### src/rtl/req_chan_mngr_q_pkg.sv
// Shared definitions for the queued request-channel manager: FSM state
// encodings and the non-atomic atop value.
package req_chan_mngr_q_pkg;

  typedef enum logic [1:0] {
    REQC_MIDLE = 2'b00,
    REQC_MAREQ = 2'b01,
    REQC_MBOUT = 2'b10
  } reqc_state_e;

  localparam logic [5:0] REQC_ATOP_NONE = 6'b000000;

endpackage

### src/rtl/req_chan_mngr_q_fifo.sv
// Request queue: DEPTH-entry synchronous FIFO holding address, sequence number
// and (with REQC_ATOP_EN) the atomic opcode; the head is presented combinationally.
module req_fifo #(
  parameter int ADDR_W = 32,
  parameter int SEQ_W  = 2,
  parameter int DEPTH  = 4,
  localparam int PW    = $clog2(DEPTH),
  localparam int CW    = $clog2(DEPTH + 1)
) (
  input  logic              clk,
  input  logic              rst_n,
  input  logic              push,
  input  logic              pop,
  input  logic [ADDR_W-1:0] in_addr,
  input  logic [SEQ_W-1:0]  in_seq,
`ifdef REQC_ATOP_EN
  input  logic [5:0]        in_atop,
  output logic [5:0]        head_atop,
`endif
  output logic [ADDR_W-1:0] head_addr,
  output logic [SEQ_W-1:0]  head_seq,
  output logic [CW-1:0]     count,
  output logic              full,
  output logic              empty
);

  logic [ADDR_W-1:0] addr_mem [DEPTH];
  logic [SEQ_W-1:0]  seq_mem  [DEPTH];
`ifdef REQC_ATOP_EN
  logic [5:0]        atop_mem [DEPTH];
`endif
  logic [PW-1:0]     wr_ptr_reg;
  logic [PW-1:0]     rd_ptr_reg;
  logic [CW-1:0]     count_reg;

  // Storage needs no reset: the pointers and count define what is valid.
  always_ff @(posedge clk) begin
    if (push) begin
      addr_mem[wr_ptr_reg] <= in_addr;
      seq_mem[wr_ptr_reg]  <= in_seq;
`ifdef REQC_ATOP_EN
      atop_mem[wr_ptr_reg] <= in_atop;
`endif
    end
  end

  always_ff @(posedge clk or negedge rst_n) begin
    if (!rst_n) begin
      wr_ptr_reg <= '0;
      rd_ptr_reg <= '0;
      count_reg  <= '0;
    end else begin
      if (push) wr_ptr_reg <= wr_ptr_reg + PW'(1);
      if (pop)  rd_ptr_reg <= rd_ptr_reg + PW'(1);
      if (push && !pop)      count_reg <= count_reg + CW'(1);
      else if (pop && !push) count_reg <= count_reg - CW'(1);
    end
  end

  assign count = count_reg;
  assign full  = (count_reg == CW'(DEPTH));
  assign empty = (count_reg == '0);

  // An empty queue presents zeros rather than stale storage.
  assign head_addr = empty ? '0 : addr_mem[rd_ptr_reg];
  assign head_seq  = empty ? '0 : seq_mem[rd_ptr_reg];
`ifdef REQC_ATOP_EN
  assign head_atop = empty ? '0 : atop_mem[rd_ptr_reg];
`endif

endmodule

### src/rtl/req_chan_mngr_q.sv
// Queued request-channel manager: buffers requests, arbitrates per beat and caps
// in-flight transactions. Optional feature macro: REQC_ATOP_EN (stores atop per entry).
module req_chan_mngr_q
  import req_chan_mngr_q_pkg::*;
#(
  parameter int                M_ID_W    = 2,
  parameter logic [M_ID_W-1:0] REQC_M_ID = '0,
  parameter int                SEQ_W     = 2,
  parameter int                ADDR_W    = 32,
  parameter int                DEPTH     = 4,
  parameter int                MAX_OUTS  = 4,
  localparam int               OW        = $clog2(MAX_OUTS + 1)
) (
  input  logic                    clk,
  input  logic                    rst_n,
  output logic                    req_rq,
  input  logic                    gnt_rq,
  output logic                    a_valid,
  input  logic                    a_ready,
  output logic [M_ID_W+SEQ_W-1:0] a_id,
  output logic [ADDR_W-1:0]       a_addr,
  output logic [5:0]              a_atop,
  input  logic                    start_rq,
  input  logic [ADDR_W-1:0]       in_addr,
  input  logic [5:0]              in_atop,
  output logic                    rq_full,
  output logic                    next_rq,
  output logic [M_ID_W+SEQ_W-1:0] next_id,
  input  logic                    done_rq,
  output logic [OW-1:0]           outs_cnt
);

  localparam int CW  = $clog2(DEPTH + 1);
  localparam int OW1 = OW + 1;

  reqc_state_e       state_reg, state_next;
  logic [SEQ_W-1:0]  seq_reg;
  logic [OW-1:0]     outs_reg;
  logic [OW1-1:0]    outs_next;
  logic              push, pop, done_eff, cap_ok;
  logic [CW-1:0]     fifo_count;
  logic              fifo_full, fifo_empty;
  logic [ADDR_W-1:0] head_addr;
  logic [SEQ_W-1:0]  head_seq;

  assign req_rq  = (state_reg == REQC_MAREQ);
  assign a_valid = (state_reg == REQC_MBOUT);
  assign next_rq = a_valid & a_ready;
  assign pop     = next_rq;
  // A full queue still accepts a push when the head leaves in the same cycle.
  assign push    = start_rq & (~fifo_full | pop);

  // A completion with nothing in flight is spurious and ignored.
  assign done_eff  = done_rq & (outs_reg != '0);
  assign outs_next = {1'b0, outs_reg} + OW1'(pop) - OW1'(done_eff);
  assign cap_ok    = (outs_next < OW1'(MAX_OUTS));

  req_fifo #(
    .ADDR_W (ADDR_W),
    .SEQ_W  (SEQ_W),
    .DEPTH  (DEPTH)
  ) u_fifo (
    .clk       (clk),
    .rst_n     (rst_n),
    .push      (push),
    .pop       (pop),
    .in_addr   (in_addr),
    .in_seq    (seq_reg),
`ifdef REQC_ATOP_EN
    .in_atop   (in_atop),
    .head_atop (a_atop),
`endif
    .head_addr (head_addr),
    .head_seq  (head_seq),
    .count     (fifo_count),
    .full      (fifo_full),
    .empty     (fifo_empty)
  );

`ifndef REQC_ATOP_EN
  logic unused_atop;
  assign unused_atop = ^in_atop;
  assign a_atop      = REQC_ATOP_NONE;
`endif

  always_comb begin
    state_next = state_reg;
    case (state_reg)
      REQC_MIDLE: if (((fifo_count != '0) || push) && cap_ok) state_next = REQC_MAREQ;
      REQC_MAREQ: if (gnt_rq) state_next = REQC_MBOUT;
      REQC_MBOUT: begin
        if (a_ready) begin
          if (((fifo_count > CW'(1)) || push) && cap_ok) state_next = REQC_MAREQ;
          else                                           state_next = REQC_MIDLE;
        end
      end
      default: state_next = REQC_MIDLE;
    endcase
  end

  always_ff @(posedge clk or negedge rst_n) begin
    if (!rst_n) begin
      state_reg <= REQC_MIDLE;
      seq_reg   <= '0;
      outs_reg  <= '0;
    end else begin
      state_reg <= state_next;
      outs_reg  <= outs_next[OW-1:0];
      if (push) seq_reg <= seq_reg + SEQ_W'(1);
    end
  end

  assign rq_full  = fifo_full;
  assign outs_cnt = outs_reg;
  assign next_id  = {REQC_M_ID, seq_reg};
  // With nothing queued the ID shows what the next push will receive.
  assign a_id     = {REQC_M_ID, (fifo_empty ? seq_reg : head_seq)};
  assign a_addr   = head_addr;

endmodule

### config.mk
export PLATFORM = sky130hd
export DESIGN_NAME = req_chan_mngr_q
export DESIGN_NICKNAME = d
export VERILOG_FILES = /design/src/rtl/req_chan_mngr_q_pkg.sv /design/src/rtl/req_chan_mngr_q_fifo.sv /design/src/rtl/req_chan_mngr_q.sv
export SDC_FILE = /design/constraint.sdc
export NUM_CORES = 1
export LEC_CHECK = 0
export CAP_MARGIN = 40
export CELL_PAD_IN_SITES_DETAIL_PLACEMENT = 0
export CELL_PAD_IN_SITES_GLOBAL_PLACEMENT = 2
export CORE_MARGIN = 2
export CORE_UTILIZATION = 30
export DETAILED_ROUTE_END_ITERATION = 6
export PLACE_DENSITY = 0.65
export SLEW_MARGIN = 20
export SYNTH_ARGS = -nofsm -noshare
export SYNTH_HDL_FRONTEND = slang
export SYNTH_SLANG_ARGS = --single-unit
### constraint.sdc
create_clock -name clk -period 2.5 [get_ports clk]
set_input_delay 0.5 -clock clk [delete_from_list [all_inputs] [get_ports clk]]
set_output_delay 0.5 -clock clk [all_outputs]
set_load 0.02 [all_outputs]
[Word-level counts from Yosys, hierarchy flattened]
Memories as Yosys holds them, arrays and structs flattened.
Cells that the tools add are included.
Operators by class
  add/subtract/negate cells: 7
  reductions and logical operators: 14
  mux-type cells: 11
  order comparisons: 2
  equality and inequality tests: 6
  bitwise logic cells: 5
Operator list (number)
  $mux W32: 1
  $mux W2: 4
  $add A2 B1 Y2 const B: 3
  $mux W3: 2
  $pmux W2 S3: 1
  $reduce_bool A3 Y1: 2
  $add A3 B1 Y4: 1
  $logic_and A1 B1 Y1: 4
  $lt A4 B3 Y1 const B: 1
  $ne A2 B1 Y1 const B: 2
  $sub A4 B1 Y4: 1
  $add A3 B1 Y3 const B: 1
  $and A1 B1 Y1: 3
  $eq A3 B3 Y1 const B: 1
  $gt A3 B1 Y1 const B: 1
  $logic_not A3 Y1: 1
  $mux W1: 3
  $reduce_and A3 Y1: 1
  $sub A3 B1 Y3 const B: 1
  $eq A2 B1 Y1 const B: 1
  $eq A2 B2 Y1 const B: 1
  $logic_not A1 Y1: 2
  $logic_not A2 Y1: 1
  $logic_or A1 B1 Y1: 2
  4 further kinds: 4
Storage, ports and cells
  input port bits: 44
  logic and storage cells: 53
  memories kept: 2
  bits in writable memories: 136
  output and inout bits: 53
  register bits: 14
Memories
  u_fifo.addr_mem: words 4, width 32, rd ports 1, clocked after Yosys merged registers in 0, wr ports 1, RTL line req_chan_mngr_q_fifo.sv:27  | logic [ADDR_W-1:0] addr_mem [DEPTH];
  u_fifo.seq_mem: words 4, width 2, rd ports 1, clocked after Yosys merged registers in 0, wr ports 1, RTL line req_chan_mngr_q_fifo.sv:28  | logic [SEQ_W-1:0] seq_mem [DEPTH];

[Depth between registers and ports, before layout]
Gate-level depths: netlist (run 1).
  depth after elaboration: 9
  depth in mapped cells: 10
  depth with buffers taken out: 10

[By module]
Synthesis (run 1) repeated with hierarchy kept, for this count alone.
Unflattened totals
  cells, all modules: 301
  area total of the unflattened synthesis: 6078.3 um^2
Modules (own cells, without submodules)
  req_fifo: area an instance 5534.1 um^2, cells an instance 249, sequential area each 4259.1 um^2, instances 1
  req_chan_mngr_q: area an instance 544.3 um^2, cells an instance 52, sequential area each 175.2 um^2, instances 1

[Worst setup path after synthesis (run 1)]
No wires, ideal clock.
  kind: register to register
  from: reg u_fifo.count_reg[0], in the netlist u_fifo.count[0]
  to: mem u_fifo.addr_mem[0][0] (enable)
  setup time: 0.394 ns
  data required time: 2.106 ns
  stages on the path, launching flop included: 6
  clock period less this slack: 2.537 ns
  setup slack: -0.037 ns
  arrival time: 2.143 ns
  cells stage by stage: dfrtp_1 > inv_1 > ha_1 > and2_1 > a21boi_2 > and2_1
Between the ends
  word-level cells in the longest chain between the ends: 6
RTL lines
  start, declared: RTL line req_chan_mngr_q_fifo.sv:34  | logic [CW-1:0] count_reg;
  start signal, assigned: RTL line req_chan_mngr_q_fifo.sv:55  | if (push && !pop) count_reg <= count_reg + CW'(1);
  start signal, assigned: RTL line req_chan_mngr_q_fifo.sv:56  | else if (pop && !push) count_reg <= count_reg - CW'(1);
  $eq A3 B3 Y1: RTL line req_chan_mngr_q_fifo.sv:61  | assign full = (count_reg == CW'(DEPTH));
  net rq_full: RTL line req_chan_mngr_q.sv:26  | output logic rq_full,
  $not A1 Y1: RTL line req_chan_mngr_q.sv:51  | assign push = start_rq & (~fifo_full | pop);
  $or A1 B1 Y1: RTL line req_chan_mngr_q.sv:51
  $and A1 B1 Y1: RTL line req_chan_mngr_q.sv:51
  net push: RTL line req_chan_mngr_q.sv:40  | logic push, pop, done_eff, cap_ok;
  $mux W1: RTL line req_chan_mngr_q_fifo.sv:38  | if (push) begin
  $mux W1 (implied by the code): RTL line req_chan_mngr_q_fifo.sv:39  | addr_mem[wr_ptr_reg] <= in_addr;
  end, declared: RTL line req_chan_mngr_q_fifo.sv:27
The timed path passes the listed nets, and every way through them passes these cells.

[Worst setup path in the final report (run 1)]
  from: reg u_fifo.rd_ptr_reg[0]
  to: out a_id[0]
Between the ends
  word-level cells in the longest chain between the ends: 2
RTL lines
  start, declared: RTL line req_chan_mngr_q_fifo.sv:33  | logic [PW-1:0] rd_ptr_reg;
  start signal, assigned: RTL line req_chan_mngr_q_fifo.sv:54  | if (pop) rd_ptr_reg <= rd_ptr_reg + PW'(1);
  $mem_v2 Z4 W2
  $mux W2: RTL line req_chan_mngr_q.sv:117  | assign a_id = {REQC_M_ID, (fifo_empty ? seq_reg : head_seq)};
  end, declared: RTL line req_chan_mngr_q.sv:20  | output logic [M_ID_W+SEQ_W-1:0] a_id,
No other way between the ends.

==> reports/results.ini, run 1 <==
[outcome]
status=finished clean

[placed_design]
placedInstanceArea_sq_mm=0.00742
dpl.hpwl_um=7430
place.gp.congestion=0.715
i_o_buffers=80
cell_count_post_placement=667

[final_layout]
multiInputGateArea_sq_mm=0.00156
drive_above_1_share=0.355
top_registers=u_fifo.addr_mem x128, u_fifo.seq_mem x8
largest_register_ffs=128
registers.top_by_ff_count=u_fifo.addr_mem
ff_latch_area_sq_mm=0.00444
n_antenna_cell=0
post-route-cell-area_sq_mm=0.00820
finish.net_count=485
layout.filler_cells=1794
layoutNonFillerInstCount=709
syn2layout_area_growth_pct=34.7

[global_routing]
first_global_vias=3319
grt_first_pass_wirelength_um=18900
antenna_found_initial=1
grt_overflow=0
grtUsageTotal=0.119
grt_start_max_net_pins=26

[logic_synthesis]
synth-compound-area-share=0.0125
edff_count_synth=136
post_synth_fa_ha_maj_area_fraction=0.0300
async_flop_share=0.0933
yosys-mux-area-fraction=0.131
synth_seq_cells=150
synth-xor-area-share=0.0144
synth_simple_gate_area_share=0.0499
yosys_most_used_dff=sky130_fd_sc_hd__edfxtp_1
yosys.cell_types.count=31
synth-seq-area-share=0.728
yosysWarningCount=0
synth_top_family_by_area=multiplexers
syn-instance-count=306
synthesis.area_per_instance_sq_um=19.9
post_synth_instance_area_sq_mm=0.00609

[sta]
period_share=0.977
timing.max_slew.rel_slack=0.504
post-route-min-period_ns=2.44
timing.final.setup_violations=0
max_freq_ghz=0.409
rsz0062_at_grt=true
finalHoldViolCount=0
timing.hold.ws_ns=0.524
finalSetupTns_ns=0
skew_ns=0.00825
timing_max_transition_violations_final=0
tightestPinTransition_ns=0.742

[clock_tree]
cts_max_level=4
cts.path.max_buffers=2
cts_hold_buf=0
worst_setup_hold_path_clk_slew_ns=0.06
ctsRootBufferMaster=sky130_fd_sc_hd__clkbuf_16
cts_tree=done
clk_sinks=150
clock_insertion_delay_worst_skew_ns=0.42
cts_buffers=17

[floorplan]
die_height_um=146
std_cell_rows=52
start_util=0.303
die_area_sq_mm=0.0215
io_pins=97
die_width_um=146
core_region_area_sq_mm=0.0201

[critical_path]
worst_ep_arrival_time_ns=1.94
cp.buffers_inverters=2
critical_path_startpoint_category=flop
worstPathMaxFanout=4
cp-end-kind=primary output
timing.critical_path.cells=buf_12, mux4_2, mux2_4, buf_6
cp_top_family=multiplexers
slowest_stage=sky130_fd_sc_hd__mux4_2
required_ns=2.00
max_stage_delay_ns=0.51
timing.setup.critical_path_class=flop to primary output

[routing]
drt-wirelength-per-cell_um=17.0
number_of_routed_nets_with_antenna_violations=0
drc_violation_count_after_routing=0
wirelength_um=12100
first_iter_violations=183
total_number_of_vias=3078
drt-pass1-iter-count=4
vias_per_cell=4.34

[run]
cap_violations=0

[power_and_ir_drop]
power.ir.vdd_worst_mv=0.556
switching_share=0.317
net-switching-power_uw=3420
p_seq_frac=0.334
share_clk_of_total_power=0.258
comb_power_share=0.408
p_int_uw=7390
powerDensity_mw_per_mm2=1320
static-leakage-power_uw=0.00297

[worst_hold_path]
tightest_hold_check_type=primary input to async pin

==> metal layers <==
layer | GRT usage | part of all wire | up-vias
met4 | 0.0408 | 0.013 | 2
met2 | 0.189 | 0.47 | 72
met5 | 0 | 0.0011 | -
met3 | 0.0441 | 0.054 | 19
met1 | 0.151 | 0.46 | 1580
li1 | - | - | 1405
==> logic make-up after synthesis <==
kind of cell / after synthesis
buffers and inverters: 35
xor gates and xnor gates: 10
adders and majority gates: 14
DFF: 150
AOI/OAI and AO/OA: 10
other: 1
and+or+nand+nor: 49
muxes: 37
==> metrics by stage <==
stage / utilization / worst slack [ns] / total power [uW]
detailed placement: 0.369 / -0.104 / 8010
global route: 0.408 / -0.0214 / 11400
global placement: 0.369 / -0.0799 / 7980
floorplan: - / 0.253 / 6110
finish: 0.408 / 0.0567 / 10800
CTS: 0.398 / -0.00924 / 10600
==> cells in the mapped netlist (2+ instances only) <==
| library cell | count | share of area |
|---|---|---|
| sky130_fd_sc_hd__nor2b_1 | 35 | 0.036 |
| sky130_fd_sc_hd__buf_4 | 10 | 0.012 |
| sky130_fd_sc_hd__buf_6 | 4 | 0.0074 |
| sky130_fd_sc_hd__dfrtp_1 | 14 | 0.058 |
| sky130_fd_sc_hd__o21ai_0 | 2 | 0.0016 |
| sky130_fd_sc_hd__mux2_2 | 2 | 0.0037 |
| sky130_fd_sc_hd__ha_1 | 13 | 0.027 |
| sky130_fd_sc_hd__edfxtp_1 | 136 | 0.67 |
| sky130_fd_sc_hd__inv_1 | 14 | 0.0086 |
| sky130_fd_sc_hd__xnor2_1 | 7 | 0.010 |
| sky130_fd_sc_hd__mux4_2 | 34 | 0.13 |
| sky130_fd_sc_hd__xor2_1 | 3 | 0.0043 |
| sky130_fd_sc_hd__buf_2 | 4 | 0.0033 |
| sky130_fd_sc_hd__nor2_1 | 3 | 0.0018 |
| sky130_fd_sc_hd__and2_1 | 5 | 0.0051 |
| sky130_fd_sc_hd__clkbuf_1 | 3 | 0.0018 |
| sky130_fd_sc_hd__nand2_1 | 3 | 0.0018 |
==> worst paths after layout <==
path	startpoint	to	slack [ns]	cells past startpoint
max in group asynchronous	rst_n	u_fifo.rd_ptr_reg[0]$_DFFE_PN0P_	1.46	1
worst max register to register	outs_cnt[1]$_DFF_PN0_	state_reg[0]$_DFFE_PN0P_	0.31	10
worst min register to register	u_fifo.count[2]$_DFFE_PN0P_	u_fifo.count[2]$_DFFE_PN0P_	0.57	1
worst max-delay path	u_fifo.rd_ptr_reg[0]$_DFFE_PN0P_	a_id[0]	0.06	4
worst min-delay path	rst_n	outs_cnt[2]$_DFF_PN0_	0.52	1
min in group clk	u_fifo.count[2]$_DFFE_PN0P_	u_fifo.count[2]$_DFFE_PN0P_	0.57	1
==> layout make-up <==
type / count / area share
Clock buffer: 18 / 0.0523
Clock inverter: 13 / 0.0272
Inverter: 14 / 0.00641
Multi-Input combinational cell: 130 / 0.191
Sequential cell: 150 / 0.541
Tap cell: 270 / 0.0412
Timing Repair Buffer: 114 / 0.141
==> power groups by stage <==
stage               logic [uW]  registers (uW)  clock network (uW)
finish                    4420            3610                2790
global route              4810            3670                2960
CTS                       4140            3620                2850
detailed placement        4330            3680                   0
global placement          4330            3650                   0
floorplan                 2490            3620                   0
==> cell usage in the layout, fill, tap and decap left out, types with 2 or more instances in the layout <==
master	n
sky130_fd_sc_hd__ha_1	12
sky130_fd_sc_hd__inv_1	12
sky130_fd_sc_hd__nor2b_2	4
sky130_fd_sc_hd__clkdlybuf4s15_2	2
sky130_fd_sc_hd__buf_2	22
sky130_fd_sc_hd__buf_6	11
sky130_fd_sc_hd__buf_12	11
sky130_fd_sc_hd__o21ai_0	2
sky130_fd_sc_hd__xnor2_1	7
sky130_fd_sc_hd__edfxtp_1	136
sky130_fd_sc_hd__clkdlybuf4s50_1	45
sky130_fd_sc_hd__nor2_1	3
sky130_fd_sc_hd__clkinvlp_4	2
sky130_fd_sc_hd__nor2b_4	6
sky130_fd_sc_hd__nand2_1	3
sky130_fd_sc_hd__buf_4	19
sky130_fd_sc_hd__mux4_2	34
sky130_fd_sc_hd__xor2_1	3
sky130_fd_sc_hd__clkinv_4	3
sky130_fd_sc_hd__dfrtp_1	12
sky130_fd_sc_hd__conb_1	10
sky130_fd_sc_hd__inv_2	2
sky130_fd_sc_hd__clkbuf_16	19
sky130_fd_sc_hd__inv_8	2
sky130_fd_sc_hd__and2_2	4
sky130_fd_sc_hd__bufinv_16	5
sky130_fd_sc_hd__dfrtp_2	2
sky130_fd_sc_hd__nor2b_1	25
==> worst reg2reg max path: cells and delay by family (launching register included) <==
family          cells  cell delay, ns
compound gates      3            0.48
xor+xnor            1            0.16
fa+ha+maj           3            0.79
buf+inv             2            0.11
flops               1            0.38
simple gates        1            0.17
==> timing repair <==
item | 4_1_cts | 5_1_grt
cloned | 1 | 2
setup buffers | 5 | 4
setup endpoints to repair | 34 | 20
resized for setup | 138 | 37
pin swaps | 0 | 0
Note: power is estimated with default switching activity, not from simulation.
==> run 2: changes to the inputs <==
Settings changed: PLACE_DENSITY 0.65 to 0.62.
Clock period 2.5 ns to 3.04 ns, I/O delays scaled along.
==> reports/results.ini, run 2 (synthesis results as in run 1) <==
[outcome]
status=finished clean

[global_routing]
grtUsageTotal=0.122
antenna_found_initial=1
first_global_vias=3268
grt_start_max_net_pins=19
grt_overflow=0
grt_first_pass_wirelength_um=18800

[floorplan]
die_area_sq_mm=0.0215
core_region_area_sq_mm=0.0201
die_height_um=146
io_pins=97
std_cell_rows=52
start_util=0.303
die_width_um=146

[routing]
first_iter_violations=108
drt-pass1-iter-count=4
drc_violation_count_after_routing=0
number_of_routed_nets_with_antenna_violations=0
wirelength_um=12200
total_number_of_vias=3008
drt-wirelength-per-cell_um=17.6
vias_per_cell=4.33

[critical_path]
worst_ep_arrival_time_ns=2.31
ff2ff_setup_slack_ns=0.71
regToRegStartpoint=outs_cnt[1]$_DFF_PN0_
worstPathMaxFanout=13
cp-end-kind=primary output
required_ns=2.43
worst_r2r_endpoint=state_reg[0]$_DFFE_PN0P_
critical_path_startpoint_category=flop
rr_worst_depth=10
timing.setup.critical_path_class=flop to primary output

[placed_design]
placedInstanceArea_sq_mm=0.00730
i_o_buffers=80
dpl.hpwl_um=7670
place.gp.congestion=0.674

[final_layout]
top_registers=u_fifo.addr_mem x128, u_fifo.seq_mem x8
mostFrequentLayoutCell=sky130_fd_sc_hd__edfxtp_1
post-route-cell-area_sq_mm=0.00797
layout.filler_cells=1838
registers.top_by_ff_count=u_fifo.addr_mem
most-common-layout-cells=sky130_fd_sc_hd__edfxtp_1 (136), sky130_fd_sc_hd__clkdlybuf4s50_1 (60), sky130_fd_sc_hd__mux4_2 (34), sky130_fd_sc_hd__nor2b_1 (34), sky130_fd_sc_hd__dlymetal6s2s_1 (19)
finish.net_count=471
drive_above_1_share=0.221
syn2layout_area_growth_pct=30.8
n_antenna_cell=0
largest_register_ffs=128

[clock_tree]
clock_insertion_delay_worst_skew_ns=0.42
worst_setup_hold_path_clk_slew_ns=0.06
cts_tree=done
cts_hold_buf=0
cts.path.max_buffers=2
cts_buffers=17
cts_max_level=4
clk_sinks=150
ctsRootBufferMaster=sky130_fd_sc_hd__clkbuf_16

[worst_hold_path]
worst_hold_startpoint=u_fifo.count[1]$_DFFE_PN0P_
tightest_hold_check_type=flop to flop
holdPathEnd=u_fifo.count[1]$_DFFE_PN0P_
min_path_cells=2

[sta]
finalHoldViolCount=0
finalSetupTns_ns=0
post-route-min-period_ns=2.92
timing.final.setup_violations=0
timing.hold.ws_ns=0.514
skew_ns=0.00723
period_share=0.961
timing_max_transition_violations_final=0
timing.max_slew.rel_slack=0.514
tightestPinTransition_ns=0.727
rsz0062_at_grt=false
max_freq_ghz=0.342

[power_and_ir_drop]
power.ir.vdd_worst_mv=0.482
static-leakage-power_uw=0.00295
powerDensity_mw_per_mm2=1060

[run]
cap_violations=0

-- run 2: per-stage QoR --
stage,power (uW),setup slack [ns],cells,util
floorplan,5030,0.503,315,-
global placement,6450,0.274,660,0.363
detailed placement,6490,0.274,660,0.363
CTS,8640,0.00308,695,0.394
global route,8930,0.00127,695,0.396
finish,8430,0.117,695,0.396
-- run 2: critical path, cell delays in order (launching register included) --
cell and delay [ns]:
sky130_fd_sc_hd__dfrtp_4 0.50, sky130_fd_sc_hd__buf_12 0.19, sky130_fd_sc_hd__mux4_2 0.52, sky130_fd_sc_hd__nor2b_1 0.14
sky130_fd_sc_hd__clkdlybuf4s50_1 0.54
-- run 2: worst max-delay path by stage --
stage / from / end / slack (ns) / depth (start not counted)
after floorplan: u_fifo.count[0]$_DFFE_PN0P_ / u_fifo.addr_mem[0][0]$_DFFE_PP_ / 0.50 / 5
after global routing: u_fifo.rd_ptr_reg[0]$_DFFE_PN0P_ / a_addr[28] / 0.001 / 4
final: u_fifo.rd_ptr_reg[0]$_DFFE_PN0P_ / a_addr[28] / 0.12 / 4
after detailed placement: u_fifo.count[0]$_DFFE_PN0P_ / a_addr[26] / 0.27 / 6
after global placement: u_fifo.count[0]$_DFFE_PN0P_ / a_addr[26] / 0.27 / 6
after CTS: u_fifo.count[0]$_DFFE_PN0P_ / a_addr[26] / 0.003 / 6
-- run 2: area by class of cell --
type	count	area (sq um)	share of cell area
inverter	14	52.6	0.00660
timing repair buffer	100	1050	0.132
clock buffer	17	425	0.0534
tap	270	338	0.0424
sequential	150	4440	0.557
clock inverter	14	160	0.0201
multi-input combinational	130	1500	0.188
-- run 2: what timing repair did --
item / 4_1_cts / 5_1_grt
endpoints found under the setup margin: 28 / 27
gates resized for setup: 3 / 20
buffers inserted: 4 / 0
-- run 2: routing by layer --
layer	vias up	routed length (um)	global-route usage
met5	-	0	0
met3	18	605	0.0441
met1	1537	5230	0.140
met4	0	178	0.0481
met2	77	6200	0.208
li1	1376	-	-
-- run 2: report_power, final --
part / switching, uW / leakage, uW / internal, uW
logic: 1640 / 0.00125 / 1680
clock network: 797 / 0.000289 / 1280
registers: 248 / 0.00141 / 2780
total: 2690 / 0.00295 / 5740
